File: config.mk
export PLATFORM = sky130hd
export DESIGN_NAME = gb_ppu_timing_ctrl
export DESIGN_NICKNAME = d
export VERILOG_FILES = /design/src/rtl/gb_ppu_timing_ctrl.sv
export SDC_FILE = /design/constraint.sdc
export NUM_CORES = 1
export LEC_CHECK = 0
export BUFFER_PORTS_ARGS = -buffer_cell sky130_fd_sc_hd__buf_2
export CAP_MARGIN = 15
export CORE_UTILIZATION = 30
export CTS_BUF_LIST = sky130_fd_sc_hd__clkbuf_8
export CTS_CLUSTER_DIAMETER = 40
export DETAILED_ROUTE_END_ITERATION = 6
export PLACE_DENSITY = 0.46
export SYNTH_ARGS = -nofsm -noshare
export SYNTH_HDL_FRONTEND = slang
export SYNTH_SLANG_ARGS = --single-unit
File: constraint.sdc
create_clock -name clk -period 2.8 [get_ports clk]
set_input_delay 0.56 -clock clk [delete_from_list [all_inputs] [get_ports clk]]
set_output_delay 0.56 -clock clk [all_outputs]
set_load 0.03 [all_outputs]
File: src/rtl/gb_ppu_timing_ctrl.sv
// DMG PPU scanline/frame sequencer: dot/line counters, mode FSM, interrupts and CPU access locks.
// Optional LY153_EARLY_WRAP_EN: on line 153 the visible LY reads 0 from dot 4 onward.
module gb_ppu_timing_ctrl #(
    parameter int DOTS_PER_LINE   = 456,
    parameter int LINES_PER_FRAME = 154,
    parameter int VISIBLE_LINES   = 144,
    parameter int OAM_SCAN_DOTS   = 80,
    parameter int MIN_DRAW_DOTS   = 172,
    parameter int MAX_DRAW_DOTS   = 289
) (
    input  logic       clk,
    input  logic       reset,
    input  logic       lcd_en,
    input  logic [7:0] lyc,
    input  logic [3:0] stat_src_en,
    input  logic       draw_done,
    output logic [1:0] ppu_mode,
    output logic [7:0] ly,
    output logic [8:0] dot,
    output logic       lyc_match,
    output logic       oam_locked,
    output logic       vram_locked,
    output logic       vblank_irq,
    output logic       stat_irq,
    output logic       frame_start
);

    typedef enum logic [2:0] {
        ST_DISABLED,
        ST_OAM_SCAN,
        ST_DRAWING,
        ST_HBLANK,
        ST_VBLANK
    } state_t;

    localparam logic [8:0] LAST_DOT      = 9'(DOTS_PER_LINE - 1);
    localparam logic [7:0] LAST_LINE     = 8'(LINES_PER_FRAME - 1);
    localparam logic [7:0] FIRST_VBLANK  = 8'(VISIBLE_LINES);
    localparam logic [8:0] OAM_DOTS      = 9'(OAM_SCAN_DOTS);
    localparam logic [8:0] OAM_LAST_DOT  = 9'(OAM_SCAN_DOTS - 1);
    localparam logic [8:0] DRAW_MIN_LAST = 9'(MIN_DRAW_DOTS - 1);
    localparam logic [8:0] DRAW_MAX_LAST = 9'(MAX_DRAW_DOTS - 1);

`ifdef LY153_EARLY_WRAP_EN
    localparam logic EARLY_WRAP = 1'b1;
`else
    localparam logic EARLY_WRAP = 1'b0;
`endif

    state_t     state_q, state_d;
    logic [8:0] dot_q, dot_d;
    logic [7:0] line_q, line_d;
    logic       draw_latch_q, draw_latch_d;
    logic       stat_line_q, stat_line_d;
    logic       stat_irq_q, stat_irq_d;
    logic       vblank_irq_q, vblank_irq_d;
    logic       frame_start_q, frame_start_d;
    logic       line_wrap;
    logic [8:0] elapsed;
    logic [1:0] next_mode;
    logic [7:0] next_ly;

    function automatic logic [1:0] mode_of(input state_t s);
        case (s)
            ST_OAM_SCAN: return 2'd2;
            ST_DRAWING:  return 2'd3;
            ST_VBLANK:   return 2'd1;
            default:     return 2'd0;
        endcase
    endfunction

    // Visible LY; the internal line counter is never altered by the early wrap.
    function automatic logic [7:0] ly_view(input logic [7:0] line, input logic [8:0] d);
        if (EARLY_WRAP && line == LAST_LINE && d >= 9'd4) return 8'd0;
        return line;
    endfunction

    always_comb begin
        state_d       = state_q;
        dot_d         = dot_q;
        line_d        = line_q;
        draw_latch_d  = 1'b0;
        vblank_irq_d  = 1'b0;
        frame_start_d = 1'b0;
        line_wrap     = (dot_q == LAST_DOT);
        elapsed       = dot_q - OAM_DOTS;

        if (state_q == ST_DISABLED) begin
            dot_d  = 9'd0;
            line_d = 8'd0;
            if (lcd_en) begin
                state_d       = ST_OAM_SCAN;
                frame_start_d = 1'b1;
            end
        end else if (!lcd_en) begin
            state_d = ST_DISABLED;
            dot_d   = 9'd0;
            line_d  = 8'd0;
        end else begin
            if (line_wrap) begin
                dot_d  = 9'd0;
                line_d = (line_q == LAST_LINE) ? 8'd0 : line_q + 8'd1;
            end else begin
                dot_d = dot_q + 9'd1;
            end
            frame_start_d = line_wrap && (line_q == LAST_LINE);

            case (state_q)
                ST_OAM_SCAN: begin
                    if (dot_q == OAM_LAST_DOT) state_d = ST_DRAWING;
                end
                ST_DRAWING: begin
                    // A draw_done pulse seen before the minimum length is held until it can act.
                    draw_latch_d = draw_latch_q | draw_done;
                    if ((draw_latch_d && elapsed >= DRAW_MIN_LAST) || elapsed == DRAW_MAX_LAST) begin
                        state_d      = ST_HBLANK;
                        draw_latch_d = 1'b0;
                    end
                end
                ST_HBLANK: begin
                    if (line_wrap) begin
                        if (line_d < FIRST_VBLANK) begin
                            state_d = ST_OAM_SCAN;
                        end else begin
                            state_d      = ST_VBLANK;
                            vblank_irq_d = 1'b1;
                        end
                    end
                end
                ST_VBLANK: begin
                    if (line_wrap && line_d == 8'd0) state_d = ST_OAM_SCAN;
                end
                default: state_d = ST_DISABLED;
            endcase
        end

        // STAT line is evaluated against the state being entered so the pulse lines up with it.
        next_mode   = mode_of(state_d);
        next_ly     = ly_view(line_d, dot_d);
        stat_line_d = (state_d != ST_DISABLED) &&
                      ((stat_src_en[3] && next_ly == lyc) ||
                       (stat_src_en[2] && next_mode == 2'd2) ||
                       (stat_src_en[1] && next_mode == 2'd1) ||
                       (stat_src_en[0] && next_mode == 2'd0));
        stat_irq_d  = stat_line_d && !stat_line_q;
    end

    always_ff @(posedge clk or negedge reset) begin
        if (!reset) begin
            state_q       <= ST_DISABLED;
            dot_q         <= 9'd0;
            line_q        <= 8'd0;
            draw_latch_q  <= 1'b0;
            stat_line_q   <= 1'b0;
            stat_irq_q    <= 1'b0;
            vblank_irq_q  <= 1'b0;
            frame_start_q <= 1'b0;
        end else begin
            state_q       <= state_d;
            dot_q         <= dot_d;
            line_q        <= line_d;
            draw_latch_q  <= draw_latch_d;
            stat_line_q   <= stat_line_d;
            stat_irq_q    <= stat_irq_d;
            vblank_irq_q  <= vblank_irq_d;
            frame_start_q <= frame_start_d;
        end
    end

    assign ppu_mode    = mode_of(state_q);
    assign ly          = ly_view(line_q, dot_q);
    assign dot         = dot_q;
    assign lyc_match   = (ly == lyc);
    assign oam_locked  = (state_q == ST_OAM_SCAN) || (state_q == ST_DRAWING);
    assign vram_locked = (state_q == ST_DRAWING);
    assign vblank_irq  = vblank_irq_q;
    assign stat_irq    = stat_irq_q;
    assign frame_start = frame_start_q;

endmodule
-- Yosys cells after proc, flatten, opt, wreduce, memory -nomap -nowiden
Cells that the tools add are included.
- bits in registers: 25
- bits in latches: 0
- bits in writable memories: 0
- memory bits (read-only): 0
- input port bits: 16
- memories: 0
- add/sub/neg operators: 3
- $mul: 0
- div/mod/pow operators: 0
- magnitude comparators: 2
- equality and inequality tests: 15
- shift-type cells: 0
- muxes and demuxes: 32
- bitwise logic cells: 1
- reductions and logical operators: 19
- operators with widths (kind ; count):
    $mux W8 ; 6
    $mux W9 ; 3
    $mux W3 ; 8
    $eq A9 B9 Y1 const B ; 2
    $eq A8 B8 Y1 ; 2
    $mux W1 ; 12
    $pmux W2 S3 ; 2
    $pmux W3 S4 ; 1
    $add A9 B1 Y9 const B ; 1
    $eq A3 B2 Y1 const B ; 3
    $eq A9 B7 Y1 const B ; 1
    $ge A9 B8 Y1 const B ; 1
    $logic_and A1 B1 Y1 ; 9
    $sub A9 B7 Y9 const B ; 1
    $add A8 B1 Y8 const B ; 1
    $eq A8 B8 Y1 const B ; 1
    $logic_not A8 Y1 ; 1
    $lt A8 B8 Y1 const B ; 1
    $eq A3 B1 Y1 const B ; 2
    $eq A3 B3 Y1 const B ; 2
    $logic_or A1 B1 Y1 ; 5
    $logic_not A3 Y1 ; 1
    $reduce_bool A3 Y1 ; 1
    $eq A2 B1 Y1 const B ; 1
    other kinds (4) ; 4

-- Longest topological paths before layout
Gate-level depths: netlist of the first run.
- depth after elaboration: 20
- mapped depth: 12

-- Worst setup path after synthesis of the first run
Ideal clock, no wire load.
- kind: register to register
- start point: reg dot_q[4], in the netlist dot[4]
- end point: reg stat_irq_q, in the netlist stat_irq
- library setup time: 0.080 ns
- data arrival time: 2.596 ns
- data required time: 2.720 ns
- path slack: 0.123 ns
- stages on the path, launching flop included: 12
- buffers on the path: 1
- period minus slack after synthesis: 2.677 ns
- cells stage by stage: dfrtp_1 inv_1 ha_1 and4_1 buf_6 nand2_4 a21oi_2 and3_2 or4_4 nor4_4 o32ai_1 nor3_2
- cells in the longest elaborated chain, start to end: 19
- ends and longest elaborated chain (element ; RTL line ; source):
    start: declaration ; 51 ; logic [8:0] dot_q, dot_d;
    start signal: assignment ; 160 ; dot_q <= dot_d;
    branches (longest 17 deep; another with $sub A9 B7 Y9) ; n/a ;
    $logic_and A1 B1 Y1 * ; 140 ; stat_line_d = (state_d != ST_DISABLED) &&
    $logic_and A1 B1 Y1 * ; 145 ; stat_irq_d = stat_line_d && !stat_line_q;
    via stat_irq_d ; 55 ; logic stat_irq_q, stat_irq_d;
    end signal: assignment ; 164 ; stat_irq_q <= stat_irq_d;
    end: declaration ; 55 ;
Mark *: on every way through the listed nets, which the timed path passes. The select of a mux whose other input is x is not followed.

-- Worst setup path in the final report of the first run
- start point: reg dot_q[1], in the netlist dot[1]
- end point: reg stat_irq_q, in the netlist stat_irq
Same word-level chain as after synthesis.

==> key figures, run 1 <==
Cells and area
  – Nets: 321
  – Layout Area Growth over Synthesis: 14.5%
  – Fraction of layout cells with a size suffix above 1: 0.303
  – Final Util: 0.354
  – Antenna cell count: 0

Pwr
  – VDD IR max: 147 uV
  – Switching Power: 0.224 mW
  – Cell area power density: 291 nW/um2
  – Flop pwr share: 0.511
  – Switching Share: 0.301
  – Logic pwr share: 0.193
  – P_int: 0.520 mW
  – Clk pwr share: 0.297
  – Cell leakage power: 1.09 nW

Placed design
  – GPL Wtd Cong: 0.827
  – IO Port Bufs: 40
  – Dpl hpwl: 4740 um

GRT
  – Total grt overflow: 0
  – Largest net degree at the start of global routing: 26
  – Vias in the first global route: 1892
  – First-pass GRT wire length: 10100 um
  – Gr usage total: 0.169
  – Initial antenna violation count: 0

Setup path
  – R2R setup slack: 0.12 ns
  – Slowest stage delay, CP: 0.45 ns
  – Reg-to-Reg End: stat_irq
  – Worst r2r src: dot[1]
  – Slowest stage cell, crit path: or3_2
  – Cells on worst reg2reg path: 9
  – Worst EP arrival: 2.84 ns
  – Crit start category: register
  – CP Max Fanout: 6
  – CP Capture Type: register
  – CP required: 2.96 ns
  – Setup CP Type: register to register
  – Critical Path, Cell by Cell: ha_1, and4_2, and3_1, o22ai_1, or3_2, nand4_1, nor4_4, o32ai_1, nor3_2

Synth
  – Main area contributors after synthesis: dfrtp_1 28%, xnor2_1 7.8%, nor2_1 5.2%
  – Asr flop ratio synth: 1.00
  – Cell Area, Synth: 2230 um2
  – Register area share after synthesis: 0.280
  – Synth top area share: 0.280
  – Yosys reg bits: 25
  – Syn Inst Count: 255
  – Yosys cell types: 70
  – Yosys warning count: 0
  – Number of flops mapped to enable cells by yosys: 0
  – Ys flop type: dfrtp_1
  – Syn_nets: 278
  – Syn Area/Cell: 8.75 um2
  – Area leader, netlist: dfrtp_1

Drt
  – Highest Signal Layer: met4
  – ANT nets after route: 0
  – Routed wire length on met3: 289 um
  – Routed wire per std cell: 15.7 um
  – Wire length on met2: 2880 um
  – Initial DRC count: 185
  – Drt pass-1 iters: 4
  – Vias: 2049
  – Routed WL: 6230 um
  – Via density: 5.17
  – Metal1 wirelength: 2990 um
  – DR DRC count: 0

Clock tree
  – CTS Buffer Depth: 2
  – Number of buffers created by CTS: 3
  – Skew-Pair Late Insertion Delay: 0.27 ns
  – Clock Tree Root: clkbuf_8
  – H-Tree Depth: 1
  – CTS Sinks: 25
  – CTS clk-pin slew, worst paths: 0.10 ns
  – Post-CTS Setup Inserts: 0
  – TritonCTS clock tree: yes

Floorplan
  – Die Span Y: 88.3 um
  – Die area: 7790 um2
  – FP Rows: 31
  – Die width: 88.3 um
  – Initial Util: 0.309
  – I/O Pins: 41
  – Core outline area: 7210 um2

Timing
  – Max Slew Vio Count: 0
  – RSZ-0062 raised after global routing: no
  – Final hold violation count: 0
  – Final setup violation count: 0
  – Worst slew margin: 0.597
  – Max Clock Freq: 0.373 GHz
  – Setup_tns: 0 ns
  – Slew @ Worst Pin: 0.605 ns
  – Fin crit share: 0.957
  – Post-layout minimum cycle time: 2.68 ns
  – Clk_skew: 0.00510 ns

Job
  – Max Cap Viol: 0

Status
  – Status: finished clean

Hold path
  – Hold crit path type: input port to async pin
==> per-stage QoR <==
step | cell area, um2 | setup slack (ns) | instances | total power [mW] | hold WS (ns)
finish | 2560 | 0.119 | 396 | 0.744 | 0.285
global route | 2560 | 0.0172 | 396 | 0.785 | 0.334
CTS | 2550 | 0.0452 | 396 | 0.759 | 0.319
detailed placement | 2510 | 0.0671 | 392 | 0.531 | 0.408
global placement | 2510 | 0.0936 | 392 | 0.533 | 0.408
floorplan | 2230 | 0.123 | 255 | 0.473 | 0.264
==> flip-flops by register name, summed over array words and instances, names as in the netlist <==
| name | flops |
|---|---|
| dot | 9 |
| draw_latch_q | 1 |
| frame_start | 1 |
| ly | 8 |
| stat_irq | 1 |
| stat_line_q | 1 |
| state_q | 3 |
| vblank_irq | 1 |
==> worst max-delay path by stage <==
stage / start / end / cells after the start
6_report: dot[1] / stat_irq / 9
5_1_grt: dot[1] / stat_irq / 8
4_1_cts: dot[1] / stat_line_q / 9
3_5_place_dp: dot[1] / stat_line_q / 9
3_3_place_gp: dot[1] / stat_line_q / 9
2_1_floorplan: dot[4] / stat_irq / 11
==> cells by family after synthesis <==
logic type / after synthesis / share of synthesized area
and+or+nand+nor: 119 / 0.309
AOI/OAI and AO/OA: 48 / 0.172
buffers and inverters: 30 / 0.0947
DFF: 25 / 0.280
xor gates and xnor gates: 22 / 0.0863
adders and majority gates: 7 / 0.0392
muxes: 4 / 0.0179
==> cell usage in the layout (no fill, tap or decap), drive strengths merged, types with 4 or more instances in the layout <==
master  synthesis  final
a31oi           4      4
and3            6      6
nand2          16     16
buf            15     56
nor4            6      6
mux2i           4      4
nand4          10     10
nor2           32     32
ha              7      7
xnor2          20     20
a21oi           8      8
dfrtp          25     25
nor2b           5      5
nand3          12     12
nor3           11     11
inv            12     13
o21ai           8      8
==> cell type report <==
cell class,instances,area (um2)
timing repair buffer,56,320
tap,99,124
clock buffer,3,41.3
fill,782,4660
multi-input combinational,200,1400
sequential,25,626
clock inverter,1,3.75
inverter,12,45.0
==> synth_stat cells (5+ instances only) <==
master	count
xnor2_1	20
inv_1	12
buf_2	5
nor2_1	31
nor3_1	10
ha_1	7
nand4_1	10
dfrtp_1	25
a21oi_1	6
nand3_1	10
nand2_1	15
nor4_1	5
o21ai_0	5
nor2b_1	5
buf_6	6
==> power by group through the flow <==
| stage | Combinational (mW) | Clock (mW) | Sequential, mW |
|---|---|---|---|
| floorplan | 0.0813 | 0 | 0.391 |
| global placement | 0.146 | 0 | 0.387 |
| detailed placement | 0.144 | 0 | 0.387 |
| CTS | 0.146 | 0.234 | 0.380 |
| global route | 0.158 | 0.246 | 0.382 |
| finish | 0.143 | 0.221 | 0.380 |
==> worst max-delay path, delay by kind of cell, from the launching register on <==
kind	cells	cell delay (ns)
compound gates	2	0.55
flops	1	0.43
fa+ha+maj	1	0.24
simple gates	6	1.34
==> per-layer routing <==
metal	up-vias	track usage
li1	1002	-
met1	991	0.239
met2	49	0.274
met3	7	0.0187
met4	0	0.0469
met5	-	0
==> timing repair <==
item                                    4_1_cts  5_1_grt
endpoints found under the setup margin        0        2
gates resized for setup                       0        1
hold buffers                                  0        0
(Power assumes the default switching activity.)
==> inputs of run 2 (changes only) <==
Settings changed: GPL_TIMING_DRIVEN set to 0.
==> run 2 against run 1 <==
  * Via count rose by 1.0%
  * Sequential cell count did not move
  * Setup slack better by 0.041 ns
  * Wire length decreased by 0.37%
  * Die area unchanged
  * Register-to-register slack improved by 0.04 ns
  * First-iteration DRC count down 41%
  * Core utilization grew 2.0 points
  * Count of clock-buffer cells in the layout unchanged
  * Highest routed layer unchanged
==> key figures, run 2 (synthesis gave the netlist of run 1 again) <==
Cells and area
  – Fraction of layout cells with a size suffix above 1: 0.363
  – Final Util: 0.374
  – Seq. cell area: 631 um2
  – Layout Area Growth over Synthesis: 21.0%
  – Max reg flops: 9
  – Area of the multi-input gates: 1440 um2
  – Nets: 330
  – Most frequent cells in the layout: 45 x buf_2, 30 x nor2_1, 21 x dfrtp_1
  – FILL cells: 792
  – Leading cell type in the layout, fill and taps excluded: buf_2
  – Finished Layout Cells: 405
  – Antenna cell count: 0

Drt
  – Via density: 5.11
  – Initial DRC count: 110
  – Drt pass-1 iters: 4
  – ANT nets after route: 0
  – DR DRC count: 0
  – Vias: 2070
  – Routed WL: 6200 um
  – Routed wire per std cell: 15.3 um

Timing
  – Fin crit share: 0.943
  – Clk_skew: 0.00375 ns
  – Post-layout minimum cycle time: 2.64 ns
  – Max Slew Vio Count: 0
  – RSZ-0062 raised after global routing: no
  – Max Clock Freq: 0.379 GHz
  – Setup_tns: 0 ns
  – Final hold violation count: 0
  – Final setup violation count: 0
  – Slew @ Worst Pin: 0.591 ns
  – Worst slew margin: 0.606

GRT
  – GR Layer Usage met1: 0.227
  – Gr busiest metal: met2
  – Initial antenna violation count: 0
  – First-pass GRT wire length: 9960 um
  – Met2 global-route usage: 0.283
  – Largest net degree at the start of global routing: 26
  – Met3 Use GR: 0.0187
  – Vias in the first global route: 1972
  – Gr usage total: 0.167
  – Total grt overflow: 0

Floorplan
  – Core outline area: 7210 um2
  – Die width: 88.3 um
  – Die area: 7790 um2
  – Initial Util: 0.309
  – Die Span Y: 88.3 um
  – FP Rows: 31
  – I/O Pins: 41

Setup path
  – Cells on worst reg2reg path: 12
  – CP Capture Type: register
  – Setup CP Type: register to register
  – Worst EP arrival: 2.85 ns
  – CP required: 3.01 ns
  – Crit start category: register
  – CP Max Fanout: 10

Clock tree
  – # hold bufs at CTS: 0
  – H-Tree Depth: 1
  – CTS Buffer Depth: 2
  – Skew-Pair Late Insertion Delay: 0.27 ns
  – CTS Sinks: 25
  – TritonCTS clock tree: yes
  – Clock Tree Root: clkbuf_8
  – Number of buffers created by CTS: 3
  – CTS clk-pin slew, worst paths: 0.10 ns

Placed design
  – GPL Wtd Cong: 0.796
  – DP Cell Count: 394
  – Dpl hpwl: 4640 um
  – IO Port Bufs: 40

Pwr
  – VDD IR max: 149 uV
  – Cell leakage power: 1.15 nW
  – Power, Total: 0.750 mW
  – Cell area power density: 278 nW/um2

Status
  – Status: finished clean

Job
  – Max Cap Viol: 0

Hold path
  – Hold crit path type: input port to async pin
[run 2: changes by cell type in the layout (fill, tap and decap cells not counted), sizes merged]
| cell | previous run | this run |
|---|---|---|
| buf | 56 | 62 |
| clkbuf | 3 | 6 |
| clkinv | 0 | 1 |
| inv | 13 | 12 |
[run 2: area by class of cell]
type,instances,area share
repair buffers,47,0.0936
clock inverters,1,0.00185
multi-input cells,200,0.532
well taps,99,0.0459
inverters,12,0.0167
flip-flops and latches,25,0.234
plain buffers,18,0.0616
clock buffers,3,0.0153
[run 2: worst max-delay path, stage by stage (launching register included)]
cell,delay [ns]
dfrtp_2,0.45
inv_2,0.10
ha_2,0.20
and4_1,0.21
buf_6,0.14
nand2_4,0.07
buf_4,0.18
o31a_2,0.33
nand2_1,0.07
nand4_1,0.19
nor4_4,0.37
a21oi_1,0.11
nor3_2,0.15
[run 2: path summary, 6_finish.rpt]
| path | from | end | slack, ns |
|---|---|---|---|
| max | dot[4] | stat_irq | 0.16 |
| min reg2reg | stat_line_q | stat_irq | 0.42 |
| min in group clk | stat_line_q | stat_irq | 0.42 |
| max in group asynchronous | reset | dot[4] | 2.10 |
| min | reset | ly[5] | 0.28 |
| max reg2reg | dot[4] | stat_irq | 0.16 |
[run 2: layer usage]
metal,vias up,share of wire
li1,1018,-
met1,1008,0.49
met2,42,0.47
met3,2,0.036
met4,0,0.0047
met5,-,0
[run 2: power breakdown]
part | internal, mW | total (mW) | switching [mW] | leakage (nW)
sequential | 0.369 | 0.375 | 0.00649 | 0.338
combinational | 0.0516 | 0.146 | 0.0945 | 0.787
clock | 0.0999 | 0.228 | 0.128 | 0.0255
total | 0.520 | 0.750 | 0.229 | 1.15
[run 2: repair_timing]
| item | CTS | global route |
|---|---|---|
| setup buffers | 0 | 7 |
| setup endpoints to repair | 2 | 2 |
| pin swaps | 1 | 3 |
| resized for setup | 2 | 12 |
[run 2: stage by stage]
step	setup WS, ns	cell area, um2	hold slack [ns]
detailed placement	-0.0904	2560	0.410
floorplan	0.123	2230	0.264
CTS	0.00701	2610	0.313
global route	0.00460	2700	0.339
global placement	-0.0865	2560	0.406
finish	0.160	2700	0.277
